`src/rtl/load_store_unit_if.sv`:
```
// load_store_unit_if: core request/response and data-memory bus bundle.
// slave = LSU side (req in, resp/mem out); master = core + memory side.
interface load_store_unit_if;
  logic        req_valid;
  logic        req_ready;
  logic        req_we;
  logic [1:0]  req_size;
  logic        req_signed;
  logic [31:0] req_addr;
  logic [31:0] req_wdata;
  logic        resp_valid;
  logic [31:0] resp_rdata;
  logic        resp_err;
  logic [31:0] mem_a;
  logic [31:0] mem_wd;
  logic        mem_we;
  logic [31:0] mem_rd;

  modport slave (
    input  req_valid, req_we, req_size, req_signed,
    input  req_addr, req_wdata, mem_rd,
    output req_ready, resp_valid, resp_rdata, resp_err,
    output mem_a, mem_wd, mem_we
  );

  modport master (
    output req_valid, req_we, req_size, req_signed,
    output req_addr, req_wdata, mem_rd,
    input  req_ready, resp_valid, resp_rdata, resp_err,
    input  mem_a, mem_wd, mem_we
  );
endinterface

```
`src/rtl/load_store_unit.sv`:
```
// load_store_unit: byte/half/word loads and stores over a word memory.
// Ports: clk, rst (async active-low), bus (load_store_unit_if.slave).
// Option: LSU_MISALIGN_CHECK_EN flags misaligned half/word with resp_err.
module load_store_unit #(
  parameter int AW = 10
) (
  input logic              clk,
  input logic              rst,
  load_store_unit_if.slave bus
);

  typedef enum logic [2:0] {
    IDLE,
    RD,
    CAP,
    WR,
    RESP
  } state_e;

  state_e      state_q, state_d;
  logic        we_q, we_d;
  logic [1:0]  size_q, size_d;
  logic        sgn_q, sgn_d;
  logic [1:0]  off_q, off_d;
  logic [31:0] wdata_q, wdata_d;
  logic [AW-1:0] idx_q, idx_d;
  logic [31:0] mem_wd_q, mem_wd_d;
  logic        mem_we_q, mem_we_d;
  logic        resp_valid_q, resp_valid_d;
  logic [31:0] resp_rdata_q, resp_rdata_d;
  logic        resp_err_q, resp_err_d;
  logic        mis;
  logic        unused_addr;

  assign unused_addr = ^bus.req_addr[31:AW+2];

`ifdef LSU_MISALIGN_CHECK_EN
  always_comb begin
    mis = 1'b0;
    unique case (1'b1)
      (bus.req_size == 2'b01): mis = bus.req_addr[0];
      bus.req_size[1]:         mis = |bus.req_addr[1:0];
      default:                 mis = 1'b0;
    endcase
  end
`else
  assign mis = 1'b0;
`endif

  function automatic logic [31:0] load_ext(
    input logic [31:0] w,
    input logic [1:0]  size,
    input logic [1:0]  off,
    input logic        sgn
  );
    logic [31:0] sh;
    logic [7:0]  b;
    logic [15:0] h;
    logic [31:0] r;
    sh = w >> {off, 3'b000};
    b  = sh[7:0];
    h  = off[1] ? w[31:16] : w[15:0];
    r  = w;
    unique case (1'b1)
      (size == 2'b00):
        r = sgn ? {{24{b[7]}}, b} : {24'h0, b};
      (size == 2'b01):
        r = sgn ? {{16{h[15]}}, h} : {16'h0, h};
      default: r = w;
    endcase
    return r;
  endfunction

  // Read-modify-write: only the addressed lane takes the new data.
  function automatic logic [31:0] merge(
    input logic [31:0] w,
    input logic [31:0] wd,
    input logic [1:0]  size,
    input logic [1:0]  off
  );
    logic [31:0] mask;
    logic [31:0] data;
    mask = 32'hFFFF_FFFF;
    data = wd;
    unique case (1'b1)
      (size == 2'b00): begin
        mask = 32'h0000_00FF << {off, 3'b000};
        data = {24'h0, wd[7:0]} << {off, 3'b000};
      end
      (size == 2'b01): begin
        mask = 32'h0000_FFFF << {off[1], 4'b0000};
        data = {16'h0, wd[15:0]} << {off[1], 4'b0000};
      end
      default: begin
        mask = 32'hFFFF_FFFF;
        data = wd;
      end
    endcase
    return (w & ~mask) | (data & mask);
  endfunction

  always_comb begin
    state_d      = state_q;
    we_d         = we_q;
    size_d       = size_q;
    sgn_d        = sgn_q;
    off_d        = off_q;
    wdata_d      = wdata_q;
    idx_d        = idx_q;
    mem_wd_d     = mem_wd_q;
    mem_we_d     = 1'b0;
    resp_valid_d = 1'b0;
    resp_rdata_d = resp_rdata_q;
    resp_err_d   = resp_err_q;
    unique case (state_q)
      IDLE: begin
        if (bus.req_valid) begin
          we_d    = bus.req_we;
          size_d  = bus.req_size;
          sgn_d   = bus.req_signed;
          off_d   = bus.req_addr[1:0];
          wdata_d = bus.req_wdata;
          idx_d   = bus.req_addr[AW+1:2];
          if (mis) begin
            state_d      = RESP;
            resp_valid_d = 1'b1;
            resp_rdata_d = 32'h0;
            resp_err_d   = 1'b1;
          end else if (bus.req_we && bus.req_size[1]) begin
            state_d  = WR;
            mem_we_d = 1'b1;
            mem_wd_d = bus.req_wdata;
          end else begin
            state_d = RD;
          end
        end
      end
      RD: state_d = CAP;
      CAP: begin
        if (we_q) begin
          state_d  = WR;
          mem_we_d = 1'b1;
          mem_wd_d = merge(bus.mem_rd, wdata_q, size_q, off_q);
        end else begin
          state_d      = RESP;
          resp_valid_d = 1'b1;
          resp_rdata_d = load_ext(bus.mem_rd, size_q, off_q, sgn_q);
          resp_err_d   = 1'b0;
        end
      end
      WR: begin
        state_d      = RESP;
        resp_valid_d = 1'b1;
        resp_rdata_d = 32'h0;
        resp_err_d   = 1'b0;
      end
      RESP: state_d = IDLE;
      default: state_d = IDLE;
    endcase
  end

  always_ff @(posedge clk or negedge rst) begin
    if (!rst) begin
      state_q      <= IDLE;
      we_q         <= 1'b0;
      size_q       <= 2'b00;
      sgn_q        <= 1'b0;
      off_q        <= 2'b00;
      wdata_q      <= 32'h0;
      idx_q        <= '0;
      mem_wd_q     <= 32'h0;
      mem_we_q     <= 1'b0;
      resp_valid_q <= 1'b0;
      resp_rdata_q <= 32'h0;
      resp_err_q   <= 1'b0;
    end else begin
      state_q      <= state_d;
      we_q         <= we_d;
      size_q       <= size_d;
      sgn_q        <= sgn_d;
      off_q        <= off_d;
      wdata_q      <= wdata_d;
      idx_q        <= idx_d;
      mem_wd_q     <= mem_wd_d;
      mem_we_q     <= mem_we_d;
      resp_valid_q <= resp_valid_d;
      resp_rdata_q <= resp_rdata_d;
      resp_err_q   <= resp_err_d;
    end
  end

  assign bus.req_ready  = (state_q == IDLE);
  assign bus.mem_a      = {{(32-AW){1'b0}}, idx_q};
  assign bus.mem_wd     = mem_wd_q;
  assign bus.mem_we     = mem_we_q;
  assign bus.resp_valid = resp_valid_q;
  assign bus.resp_rdata = resp_rdata_q;
  assign bus.resp_err   = resp_err_q;

endmodule

```
`src/flat_wrapper.sv`:
```
// flat-port wrapper written by rule: the top's interface ports become plain ports
module load_store_unit_flat 
#(
  parameter int AW = 10
)
  (clk, rst, bus_req_valid, bus_req_we, bus_req_size, bus_req_signed, bus_req_addr, bus_req_wdata, bus_mem_rd, bus_req_ready, bus_resp_valid, bus_resp_rdata, bus_resp_err, bus_mem_a, bus_mem_wd, bus_mem_we);
  load_store_unit_if bus_i ();
  input logic clk;
  input logic rst;
  input wire logic [$bits(bus_i.req_valid)-1:0] bus_req_valid;
  input wire logic [$bits(bus_i.req_we)-1:0] bus_req_we;
  input wire logic [$bits(bus_i.req_size)-1:0] bus_req_size;
  input wire logic [$bits(bus_i.req_signed)-1:0] bus_req_signed;
  input wire logic [$bits(bus_i.req_addr)-1:0] bus_req_addr;
  input wire logic [$bits(bus_i.req_wdata)-1:0] bus_req_wdata;
  input wire logic [$bits(bus_i.mem_rd)-1:0] bus_mem_rd;
  output wire logic [$bits(bus_i.req_ready)-1:0] bus_req_ready;
  output wire logic [$bits(bus_i.resp_valid)-1:0] bus_resp_valid;
  output wire logic [$bits(bus_i.resp_rdata)-1:0] bus_resp_rdata;
  output wire logic [$bits(bus_i.resp_err)-1:0] bus_resp_err;
  output wire logic [$bits(bus_i.mem_a)-1:0] bus_mem_a;
  output wire logic [$bits(bus_i.mem_wd)-1:0] bus_mem_wd;
  output wire logic [$bits(bus_i.mem_we)-1:0] bus_mem_we;
  assign bus_i.req_valid = bus_req_valid;
  assign bus_i.req_we = bus_req_we;
  assign bus_i.req_size = bus_req_size;
  assign bus_i.req_signed = bus_req_signed;
  assign bus_i.req_addr = bus_req_addr;
  assign bus_i.req_wdata = bus_req_wdata;
  assign bus_i.mem_rd = bus_mem_rd;
  assign bus_req_ready = bus_i.req_ready;
  assign bus_resp_valid = bus_i.resp_valid;
  assign bus_resp_rdata = bus_i.resp_rdata;
  assign bus_resp_err = bus_i.resp_err;
  assign bus_mem_a = bus_i.mem_a;
  assign bus_mem_wd = bus_i.mem_wd;
  assign bus_mem_we = bus_i.mem_we;
  load_store_unit #(.AW(AW)) u_core (.clk(clk), .rst(rst), .bus(bus_i));
endmodule
```
`config.mk`:
```
export PLATFORM = sky130hd
export DESIGN_NAME = load_store_unit_flat
export DESIGN_NICKNAME = d
export VERILOG_FILES = /design/src/rtl/load_store_unit_if.sv /design/src/rtl/load_store_unit.sv /design/src/flat_wrapper.sv
export SDC_FILE = /design/constraint.sdc
export NUM_CORES = 1
export LEC_CHECK = 0
export BUFFER_PORTS_ARGS = -buffer_cell sky130_fd_sc_hd__buf_2
export CAP_MARGIN = 20
export CORE_UTILIZATION = 51
export DETAILED_ROUTE_END_ITERATION = 8
export PLACE_DENSITY = 0.78
export SYNTH_ARGS = -nofsm -noshare
export SYNTH_HDL_FRONTEND = slang
export SYNTH_SLANG_ARGS = --single-unit
```
`constraint.sdc`:
```
create_clock -name clk -period 2.4 [get_ports clk]
set_input_delay 0.48 -clock clk [delete_from_list [all_inputs] [get_ports clk]]
set_output_delay 0.48 -clock clk [all_outputs]
set_load 0.02 [all_outputs]
```
After elaboration in Yosys (flattened, before gate mapping) --
Cells that the tools add are included.
Storage, ports and cells: bits in registers 118, input port bits 103
Cells by class: equal/unequal tests 8, shift-type cells 5, muxes and demuxes 28, bitwise logic cells 4, reduce and logical (&&, ||, !) cells 8
Operators with widths (count):
- 32-bit 2-to-1 mux | 10
- 32-bit case mux with 2 select lines | 5
- 32-bit AND | 2
- 32-bit inverter | 1
- 32-bit bitwise OR | 1
- 16-bit by 5-bit left shift with 32-bit output | 1
- 16-bit by 5-bit left shift with 32-bit output, first input constant | 1
- 8-bit by 5-bit left shift with 32-bit output | 1
- 8-bit by 5-bit left shift with 32-bit output, first input constant | 1
- 32-bit by 5-bit >> shifter with 8-bit output | 1
- 16-bit 2-to-1 mux | 1
- 3-bit case mux with 4 select lines | 1
- 3-bit by 2-bit equality test with 1-bit output, second input constant | 2
- 3-bit 2-to-1 mux | 2
- 1-bit case mux with 2 select lines | 3
- 1-bit 2-to-1 mux | 5
- 2-bit by 1-bit inequality test with 1-bit output, second input constant | 2
- 2-bit inequality test, second input constant | 2
- 2-bit AND reduction | 2
- 4-bit AND reduction | 1
- 2-bit nonzero test | 2
- 3-bit by 1-bit equality test with 1-bit output, second input constant | 1
- 3-bit logical NOT | 1
- 2-bit by 1-bit equality test with 1-bit output, second input constant | 1
- other kinds (3) | 3

Depth between registers and ports, before layout --
Gate-level depths: netlist of the first run.
depth after elaboration 9, mapped depth 7

Worst setup path after synthesis of the first run --
Ideal clock, no wire load.
path type flip-flop to flip-flop, start register u_core.state_q[2], end register u_core.idx_q[0], setup time 125 ps, arrival 1652 ps, data required time 2275 ps, setup slack 623 ps, stages on the path, launching flop included 7, path through dfrtp_1 buf_2 nor3_4 and2_1 buf_2 buf_2 mux2_2
On the way: cells in the longest elaborated chain, start to end 2
RTL lines:
- from (decl) | RTL line load_store_unit.sv:20 | state_e state_q, state_d;
- from (signal assigned) | RTL line load_store_unit.sv:177 | state_q <= state_d;
- 3-bit logical NOT | RTL line load_store_unit.sv:115 | unique case (state_q)
- 2-bit AND reduction (no line)
- to (signal assigned) | RTL line load_store_unit.sv:183 | idx_q <= idx_d;
- to (decl) | RTL line load_store_unit.sv:26 | logic [AW-1:0] idx_q, idx_d;
Every way passes these cells. A chain may end at the register's enable or synchronous reset.

Final worst setup path of the first run --
start register u_core.size_q[1], end register u_core.mem_wd_q[30], in the netlist u_core.bus.mem_wd[30]
On the way: cells in the longest elaborated chain, start to end 9
RTL lines:
- from (decl) | RTL line load_store_unit.sv:22 | logic [1:0] size_q, size_d;
- from (signal assigned) | RTL line load_store_unit.sv:179 | size_q <= size_d;
- 2-bit by 1-bit equality test with 1-bit output or 2-bit logical NOT (tied branches) | RTL line load_store_unit.sv:90, load_store_unit.sv:86
- 32-bit case mux with 2 select lines | RTL line load_store_unit.sv:85 | unique case (1'b1)
- 32-bit 2-to-1 mux | RTL line load_store_unit.sv:140 | if (we_q) begin
- 32-bit 2-to-1 mux | RTL line load_store_unit.sv:115
- 32-bit inverter | RTL line load_store_unit.sv:99 | return (w & ~mask) | (data & mask);
- 32-bit AND | RTL line load_store_unit.sv:99
- 32-bit bitwise OR * | RTL line load_store_unit.sv:99
- 32-bit 2-to-1 mux * | RTL line load_store_unit.sv:140
- 32-bit case mux with 2 select lines * | RTL line load_store_unit.sv:115
- to (signal assigned) | RTL line load_store_unit.sv:184 | mem_wd_q <= mem_wd_d;
- to (decl) | RTL line load_store_unit.sv:27 | logic [31:0] mem_wd_q, mem_wd_d;
Mark *: on every way between the ends. The rest lies on a longest branch, timed or not. The select of a mux whose other input is x is not followed.

==> results.json, run 1 <==
{
  "cap_violations": 0,
  "io_pins": 203,
  "nNetsFinal": 794,
  "die_y_um": 110.0,
  "crit_path_end_kind": "flop",
  "min_period_over_period": 0.9090,
  "synthMuxAreaShare": 0.1188,
  "drc": 0,
  "clock_sinks": 117,
  "syn_area_per_cell_sq_um": 11.14,
  "syn_to_final_growth_pct": 25.35,
  "timing.reg2reg.setup_slack_ps": 220,
  "clockBufferDepth": 2,
  "mostFrequentLayoutCells": "buf_2 (158), dfrtp_1 (117), mux2_2 (51)",
  "track_usage": 0.3005,
  "via_per_inst": 6.201,
  "synth_top_area_frac": 0.4922,
  "tightest_slew_ps": 991.0,
  "rsz0062_at_grt": "false",
  "drtIter0Drc": 513,
  "crit_fanout": 18,
  "drive_above_1_share": 0.3991,
  "grt_max_degree": 60,
  "antenna_cells": 0,
  "synth_top_family_by_area": "compound AO/OA/AOI/OAI gates",
  "slew_headroom": 0.3393,
  "synthAdderAreaFrac": 0,
  "synth_edf_count": 0,
  "status": "finished clean",
  "cp-start-kind": "flop",
  "via_count": 5252,
  "p_leak_nw": 3.518,
  "synth_simple_gate_area_frac": 0.09276,
  "antenna_found_initial": 0,
  "timing.fmax_ghz": 0.4584,
  "gr-total-overflow": 0,
  "synthTopCellsByArea": "dfrtp_1 (49%), mux2_2 (9.7%), a221o_1 (3.4%)",
  "cts_root_buf": "clkbuf_16",
  "die-area_sq_mm": 0.01210,
  "power_density_mw_per_mm2": 1540,
  "final_cells": 847,
  "hpwl_mm": 12.55,
  "rows": 39,
  "synthesis.area_sq_mm": 0.005948,
  "setup_viol": 0,
  "cp.required_ps": 2680,
  "grt_pass1_wl_mm": 26.25,
  "coreArea_sq_mm": 0.01137,
  "fin_setup_tns_ps": 0,
  "final_hold_viol_count": 0,
  "wirelength_mm": 17.54,
  "numCtsBuffers": 17,
  "clk_pin_slew_ps": 50,
  "synth_compound_area_frac": 0.2188,
  "cts_tree": "built",
  "ys_types": 52,
  "synth-seq-cells": 117,
  "syn_inst": 534,
  "gp_congestion": 0.9601,
  "postRouteAntennaNets": 0,
  "ys_seq_area_frac": 0.4922,
  "clk_latency_ps": 430,
  "synth_xor_area_frac": 0,
  "min-delay-path-class": "input port to flop",
  "ys.flop_type": "dfrtp_1",
  "ir_worst_vdd_v": 0.0007553,
  "critPathKind": "flop to flop",
  "synth.largest_area_cell": "dfrtp_1",
  "slew_viol_final": 0,
  "die_w_um": 110.0,
  "drt_pass1_iterations": 9,
  "final_common_cell": "buf_2",
  "io_buffers": 159,
  "placed_cells": 814,
  "grt_pass1_vias": 4755,
  "fillCellCount": 880,
  "initial_utilization": 0.5232,
  "critPathArrivalTime_ps": 2470,
  "skew_ps": 4.874,
  "ys_async_sr_fraction": 1.000,
  "wl_per_cell_um": 20.71,
  "postCtsSetupRepairBufs": 0,
  "htree_levels": 4,
  "yosys_warnings": 0,
  "layout_min_cycle_time_ps": 2182
}
[critical path, stage by stage, from the launching register on]
cell and delay (ps):
dfrtp_1 350, buf_4 220, clkinv_1 490, and2_1 410
a211oi_1 400, o21ai_0 170
[where the power goes]
part           total (mW)  switching (mW)  internal [mW]
Clock                2.71           0.926           1.78
Sequential           3.67           0.783           2.89
Combinational        5.11            3.01           2.10
Total                11.5            4.72           6.76
[layer usage]
metal / vias up / part of all wire / GRT usage
met5: - / 0 / 0
met4: 0 / 0.030 / 0.1314
met3: 47 / 0.093 / 0.08289
met2: 337 / 0.47 / 0.4464
met1: 2557 / 0.41 / 0.4118
li1: 2311 / - / -
[cell type report]
type                       count  area [sq um]  area share
multi-input combinational    354          2648      0.3551
inverter                      16         60.06    0.008055
clock buffer                  19         452.9     0.06075
timing repair buffer         185          1008      0.1353
clock inverter                13         180.2     0.02417
sequential                   117          2928      0.3927
tap                          143         178.9     0.02400
[kinds of logic (layout without fill, tap and decap cells)]
logic type | count (synthesis) | in the layout
buffers and inverters | 85 | 233
muxes | 63 | 63
DFF | 117 | 117
and+or+nand+nor | 101 | 101
other | 1 | 23
AOI/OAI and AO/OA | 167 | 167
[worst paths after layout]
kind                                  startpoint                         to  cells after the start
max reg2reg                     u_core.size_q[1]      u_core.bus.mem_wd[30]                      5
min in group asynchronous                    rst  u_core.bus.resp_rdata[18]                      2
max                             u_core.size_q[1]      u_core.bus.mem_wd[30]                      5
min                              bus_req_size[1]           u_core.size_q[1]                      3
min reg2reg                u_core.bus.mem_wd[31]      u_core.bus.mem_wd[31]                      2
max in group asynchronous                    rst                u_core.we_q                      3
[flip-flops by register name, indices dropped and copies added, names as in the netlist]
register,flops
u_core.bus.mem_wd,32
u_core.bus.mem_we,1
u_core.bus.resp_rdata,32
u_core.bus.resp_valid,1
u_core.idx_q,10
u_core.off_q,2
u_core.sgn_q,1
u_core.size_q,2
u_core.state_q,3
u_core.wdata_q,32
u_core.we_q,1
[through the flow]
step	hold WS (ps)	setup slack [ps]	utilization	cell area [sq um]	total power, mW
3_3_place_gp	392.4	336.0	0.5992	6813	8.495
2_1_floorplan	184.4	622.8	-	6031	7.066
6_report	283.9	218.4	0.6558	7456	11.48
3_5_place_dp	400.5	284.7	0.5992	6813	8.687
5_1_grt	281.8	88.27	0.6558	7456	12.10
4_1_cts	274.8	248.4	0.6558	7456	11.45
[timing repair]
action | CTS | global route
hold endpoints to repair | 22 | 0
gates resized for setup | 0 | 0
hold buffers | 1 | 0
setup endpoints to repair | 0 | 0
[Yosys cell counts, types with 2 or more instances]
library cell	n
nand3_1	9
and2_1	2
a32oi_1	16
nand3b_1	2
a21oi_1	11
and4bb_2	2
a31oi_1	11
o21bai_1	2
nor3_4	2
buf_6	2
o21ai_1	2
buf_2	20
o2111ai_1	2
o31ai_1	5
a22o_1	11
inv_1	15
dfrtp_1	117
nor2b_1	3
a211o_1	7
a211oi_1	4
mux2_2	51
o2bb2ai_1	8
nand2b_1	4
a2bb2oi_1	2
nand2_1	24
a221oi_1	3
a221o_1	20
o21ai_0	26
nand4_1	11
buf_4	26
nor2_1	29
a22oi_1	8
mux2i_1	11
a222oi_1	7
clkbuf_1	20
nor3_1	2
and3_1	4
nor4b_2	2
o211ai_1	16
a21boi_0	3
No activity file was read; power rests on OpenSTA's default activity.
==> run 2: changes to the inputs <==
--- a/config.mk
+++ b/config.mk
@@ -5,9 +5,11 @@
 export SDC_FILE = /design/constraint.sdc
 export NUM_CORES = 1
 export LEC_CHECK = 0
-export BUFFER_PORTS_ARGS = -buffer_cell sky130_fd_sc_hd__buf_2
+export BUFFER_PORTS_ARGS = -buffer_cell sky130_fd_sc_hd__buf_4
 export CAP_MARGIN = 20
-export CORE_UTILIZATION = 51
+export CELL_PAD_IN_SITES_DETAIL_PLACEMENT = 1
+export CELL_PAD_IN_SITES_GLOBAL_PLACEMENT = 1
+export CORE_UTILIZATION = 39
 export DETAILED_ROUTE_END_ITERATION = 8
 export PLACE_DENSITY = 0.78
 export SYNTH_ARGS = -nofsm -noshare
==> run 2 against run 1 <==
Critical path depth is 1 lower. Utilization down 12 points. Highest routed layer unchanged. Sequential share of layout area decreased by 2.2 points. The flow now finishes with violations (design-rule violations). Register-to-register slack lost 60 ps.
==> results.json, run 2 (same netlist as run 1, synthesis figures left out) <==
{
  "status": "finished, violations left",
  "violations": "design-rule violations",
  "combPwrFrac": 0.467,
  "skew_ps": 5.590,
  "final_hold_viol_count": 0,
  "grt_pass1_wl_mm": 31.75,
  "drc": 13,
  "clk_pin_slew_ps": 50,
  "cp.required_ps": 2750,
  "postCtsSetupRepairBufs": 0,
  "slew_viol_final": 0,
  "via_per_inst": 5.930,
  "switching_share": 0.4071,
  "hp-start": "bus_req_addr[1]",
  "layout_min_cycle_time_ps": 2241,
  "reg2reg_depth": 4,
  "tightest_slew_ps": 1102,
  "antenna_cells": 0,
  "ir_worst_vdd_v": 0.0007066,
  "syn_to_final_growth_pct": 32.63,
  "worstHoldPathCells": 3,
  "holdWs_ps": 281.5,
  "timing.reg2reg.setup_slack_ps": 160,
  "critPathArrivalTime_ps": 2590,
  "seqCellArea_sq_mm": 0.002928,
  "p_leak_nw": 3.617,
  "crit_path_end_kind": "flop",
  "grt_pass1_vias": 5497,
  "rsz0062_at_grt": "false",
  "antenna_found_initial": 0,
  "cts.hold.buffers_added": 1,
  "reg2reg_to": "u_core.bus.resp_rdata[19]",
  "setup_viol": 0,
  "drtIter0Drc": 459,
  "numCtsBuffers": 17,
  "coreArea_sq_mm": 0.01470,
  "clockBufferDepth": 2,
  "slew_headroom": 0.2650,
  "cp-start-kind": "flop",
  "initial_utilization": 0.4047,
  "drive_above_1_share": 0.3946,
  "nNetsFinal": 792,
  "min_period_over_period": 0.9336,
  "gp_congestion": 0.8905,
  "critPathKind": "flop to flop",
  "multi_input_area_sq_mm": 0.002648,
  "via_count": 5254,
  "die_y_um": 125.5,
  "grt_max_degree": 52,
  "timing.fmax_ghz": 0.4463,
  "netSwitchingPower_mw": 4.866,
  "track_usage": 0.2675,
  "cap_violations": 0,
  "cts_tree": "built",
  "io_pins": 203,
  "io_buffers": 159,
  "final_common_cell": "buf_4",
  "mostFrequentLayoutCells": "buf_4 (180), dfrtp_1 (117), mux2_2 (51)",
  "die_w_um": 125.5,
  "hpwl_mm": 14.63,
  "min-delay-path-class": "input port to flop",
  "whs_endpoint": "u_core.off_q[1]",
  "fillCellCount": 1579,
  "cell_internal_pwr_mw": 7.087,
  "cts_root_buf": "clkbuf_16",
  "clkPwrFrac": 0.222,
  "drt_pass1_iterations": 9,
  "clk_latency_ps": 420,
  "fin_setup_tns_ps": 0,
  "wirelength_mm": 20.17,
  "power_density_mw_per_mm2": 1515,
  "crit_fanout": 16,
  "postRouteAntennaNets": 0,
  "clock_sinks": 117,
  "power_frac_seq": 0.311,
  "htree_levels": 4,
  "die-area_sq_mm": 0.01575,
  "reg2reg_from": "u_core.off_q[0]",
  "gr-total-overflow": 0,
  "cts-resized-gates": 0,
  "rows": 44,
  "wl_per_cell_um": 22.77
}
## run 2: cell count changes in the layout (fill, tap and decap cells not counted), moves of 2 or more
cell	change
clkinv_4	-2
buf_2	-158
clkbuf_8	+3
clkbuf_1	+2
buf_4	+155
## run 2: how the worst max path moves through the flow
stage                                  from                        end  cells after the start
final                       u_core.off_q[0]  u_core.bus.resp_rdata[19]                      4
after global routing        u_core.off_q[0]  u_core.bus.resp_rdata[28]                      4
after CTS                   u_core.off_q[0]  u_core.bus.resp_rdata[30]                      4
after detailed placement     bus_mem_rd[23]  u_core.bus.resp_rdata[30]                      5
after global placement       bus_mem_rd[23]  u_core.bus.resp_rdata[17]                      5
after floorplan           u_core.state_q[2]            u_core.idx_q[0]                      6
## run 2: cell type report
cell class / count / share of cell area
sequential: 117 / 0.3711
multi-input combinational: 354 / 0.3356
timing repair buffer: 183 / 0.1776
clock buffer: 24 / 0.06360
tap: 184 / 0.02918
clock inverter: 8 / 0.01523
inverter: 16 / 0.007613
## run 2: stage by stage
stage               setup slack [ps]  instances  instance area, sq um  total power, mW  utilization
CTS                            207.6        886                  7889            11.97       0.5367
global route                   90.00        886                  7889            12.54       0.5367
detailed placement             219.6        853                  7257            9.258       0.4937
global placement               297.8        853                  7257            9.001       0.4937
floorplan                      622.8        556                  6031            7.066            -
finish                         159.4        886                  7889            11.95       0.5367
## run 2: power by group through the flow
stage | Clock [mW] | Sequential (mW) | Combinational (mW)
final | 2.66 | 3.71 | 5.58
after global routing | 2.78 | 3.81 | 5.95
after CTS | 2.69 | 3.70 | 5.58
after detailed placement | 0 | 3.71 | 5.55
after global placement | 0 | 3.66 | 5.34
after floorplan | 0 | 4.01 | 3.06
## run 2: metal layers
| layer | part of all wire | GRT usage | wire [um] | vias up |
|---|---|---|---|---|
| met5 | 0 | 0 | 0 | - |
| met4 | 0.027 | 0.1062 | 550 | 0 |
| met3 | 0.073 | 0.05819 | 1472 | 40 |
| met2 | 0.49 | 0.4376 | 9915 | 266 |
| met1 | 0.41 | 0.3449 | 8234 | 2653 |
| li1 | - | - | - | 2295 |
## run 2: worst max-delay path, cell delays in order (launching register included)
cell and delay (ps):
dfrtp_1 480, mux4_2 400, nor2_2 60, a2111oi_4 990
a221o_1 230
==> run 3: changes to the inputs <==
--- a/config.mk
+++ b/config.mk
@@ -7,11 +7,12 @@
 export LEC_CHECK = 0
 export BUFFER_PORTS_ARGS = -buffer_cell sky130_fd_sc_hd__buf_4
 export CAP_MARGIN = 20
-export CELL_PAD_IN_SITES_DETAIL_PLACEMENT = 1
-export CELL_PAD_IN_SITES_GLOBAL_PLACEMENT = 1
-export CORE_UTILIZATION = 39
+export CELL_PAD_IN_SITES_DETAIL_PLACEMENT = 2
+export CELL_PAD_IN_SITES_GLOBAL_PLACEMENT = 2
+export CORE_UTILIZATION = 31
+export CTS_BUF_LIST = sky130_fd_sc_hd__clkbuf_4 sky130_fd_sc_hd__clkbuf_8 sky130_fd_sc_hd__clkbuf_16
 export DETAILED_ROUTE_END_ITERATION = 8
-export PLACE_DENSITY = 0.78
+export PLACE_DENSITY = 0.77
 export SYNTH_ARGS = -nofsm -noshare
 export SYNTH_HDL_FRONTEND = slang
 export SYNTH_SLANG_ARGS = --single-unit
==> run 3 against run 2 <==
The flow now finishes without violations. Flip-flop and latch count is the same. Sequential share of layout area decreased by 0.60 points. Clock skew grew 2.1 ps. Total power up 2.5%. Cell count grew 6.0%. Via count rose by 0.55%. Count of clock-buffer cells in the layout down 2. Routed wire length grew 14%. Clock power increased by 3%. Setup slack improved by 24 ps. Critical path depth unchanged. Register-to-register slack better by 20 ps. Critical endpoint is now u_core.bus.resp_rdata[21].
==> results.json, run 3 (same netlist as run 1, synthesis figures left out) <==
{
  "max_stage_delay_ps": 940,
  "setup_viol": 0,
  "timing.fmax_ghz": 0.4511,
  "crit_fanout": 16,
  "min-delay-path-class": "input port to flop",
  "gr-total-overflow": 0,
  "clk_latency_ps": 420,
  "initial_utilization": 0.3169,
  "grtUsageMet1": 0.2956,
  "wirelength_mm": 22.97,
  "grt_util_met2": 0.4116,
  "p_leak_nw": 3.659,
  "nNetsFinal": 795,
  "die_y_um": 140.5,
  "p_total_mw": 12.25,
  "critPathKind": "flop to flop",
  "multi_input_area_sq_mm": 0.002648,
  "cell_internal_pwr_mw": 7.217,
  "fin_area_sq_mm": 0.008018,
  "placed_cells": 906,
  "crit_slowest_cell": "a2111oi_4",
  "ir_worst_vdd_v": 0.0006638,
  "clockBufferDepth": 2,
  "grt_pass1_wl_mm": 35.54,
  "slew_viol_final": 0,
  "rows": 50,
  "mostFrequentLayoutCells": "buf_4 (180), dfrtp_1 (117), mux2_2 (51)",
  "fillCellCount": 1943,
  "seqCellArea_sq_mm": 0.002928,
  "grt.busiest_layer": "met2",
  "grt_pass1_vias": 5851,
  "grt_max_degree": 50,
  "cts_root_buf": "clkbuf_16",
  "clock_sinks": 117,
  "drtIter0Drc": 291,
  "slew_headroom": 0.3228,
  "skew_ps": 7.738,
  "final_hold_viol_count": 0,
  "gp_congestion": 0.8777,
  "drt_pass1_iterations": 6,
  "die_w_um": 140.5,
  "postRouteAntennaNets": 0,
  "clkPwrFrac": 0.224,
  "power_frac_seq": 0.305,
  "via_count": 5283,
  "tightest_slew_ps": 1016,
  "io_pins": 203,
  "status": "finished clean",
  "numCtsBuffers": 17,
  "drive_above_1_share": 0.4000,
  "fin_setup_tns_ps": 0,
  "io_buffers": 159,
  "rsz0062_at_grt": "false",
  "cts_tree": "built",
  "via_per_inst": 5.626,
  "met3_usage": 0.05470,
  "htree_levels": 4,
  "path_cells": "mux4_2 > nor2_2 > a2111oi_4 > a221o_1",
  "crit_path_end_kind": "flop",
  "post-route-util": 0.4272,
  "place_ws_ps": 182.0,
  "netSwitchingPower_mw": 5.035,
  "postCtsSetupRepairBufs": 0,
  "clk_pin_slew_ps": 60,
  "track_usage": 0.2448,
  "cp.required_ps": 2750,
  "layout_min_cycle_time_ps": 2217,
  "final_cells": 939,
  "hpwl_mm": 16.81,
  "cap_violations": 0,
  "antenna_found_initial": 0,
  "final_common_cell": "buf_4",
  "syn_to_final_growth_pct": 34.79,
  "holdWs_ps": 287.1,
  "antenna_cells": 0,
  "min_period_over_period": 0.9237,
  "fin_ws_ps": 183.2,
  "cp-start-kind": "flop",
  "die-area_sq_mm": 0.01975,
  "combPwrFrac": 0.471,
  "dpl_cell_area_sq_mm": 0.007380,
  "drc": 0,
  "power_density_mw_per_mm2": 1528,
  "wl_per_cell_um": 24.46,
  "coreArea_sq_mm": 0.01877,
  "switching_share": 0.4110,
  "critPathArrivalTime_ps": 2560
}
run 3: changes by cell type in the layout (fill, tap and decap cells not counted), sizes merged:
cell      delta
buf          +3
clkinvlp     -1
clkbuf       -2
clkinv       +2
bufinv       +1
run 3: final cells by class:
cell class,count,share of cell area
clock buffer,22,0.05930
timing repair buffer,186,0.1823
multi-input combinational,354,0.3302
tap,234,0.03652
clock inverter,10,0.01904
sequential,117,0.3652
inverter,16,0.007491
run 3: routing by layer:
| layer | part of all wire | wire [um] |
|---|---|---|
| met2 | 0.49 | 11280 |
| met4 | 0.039 | 904 |
| met5 | 0 | 0 |
| met1 | 0.41 | 9403 |
| met3 | 0.060 | 1382 |
run 3: critical path: cells and delay by family (launching register included):
| family | cells | cell delay, ps |
|---|---|---|
| AOI/OAI and AO/OA | 2 | 1180 |
| DFF | 1 | 480 |
| muxes | 1 | 410 |
| and+or+nand+nor | 1 | 60 |
run 3: worst paths after layout:
path / slack (ps) / to / start / depth (start not counted)
worst min-delay path: 290 / u_core.idx_q[5] / bus_req_addr[7] / 2
min in group asynchronous: 500 / u_core.idx_q[8] / rst / 2
worst min register to register: 500 / u_core.bus.resp_rdata[10] / u_core.bus.resp_rdata[10] / 1
max in group asynchronous: 1310 / u_core.bus.mem_wd[17] / rst / 3
worst max-delay path: 180 / u_core.bus.resp_rdata[21] / u_core.off_q[0] / 4
worst max register to register: 180 / u_core.bus.resp_rdata[21] / u_core.off_q[0] / 4
run 3: timing repair:
item,4_1_cts,5_1_grt
endpoints found under the hold margin,20,0
resized for setup,0,0
hold buffers,1,0
run 3: power groups by stage:
stage / Sequential, mW / Clock [mW] / Combinational (mW)
floorplan: 4.01 / 0 / 3.06
global placement: 3.69 / 0 / 5.51
detailed placement: 3.75 / 0 / 5.76
CTS: 3.74 / 2.78 / 5.80
global route: 3.86 / 2.87 / 6.16
finish: 3.74 / 2.75 / 5.77
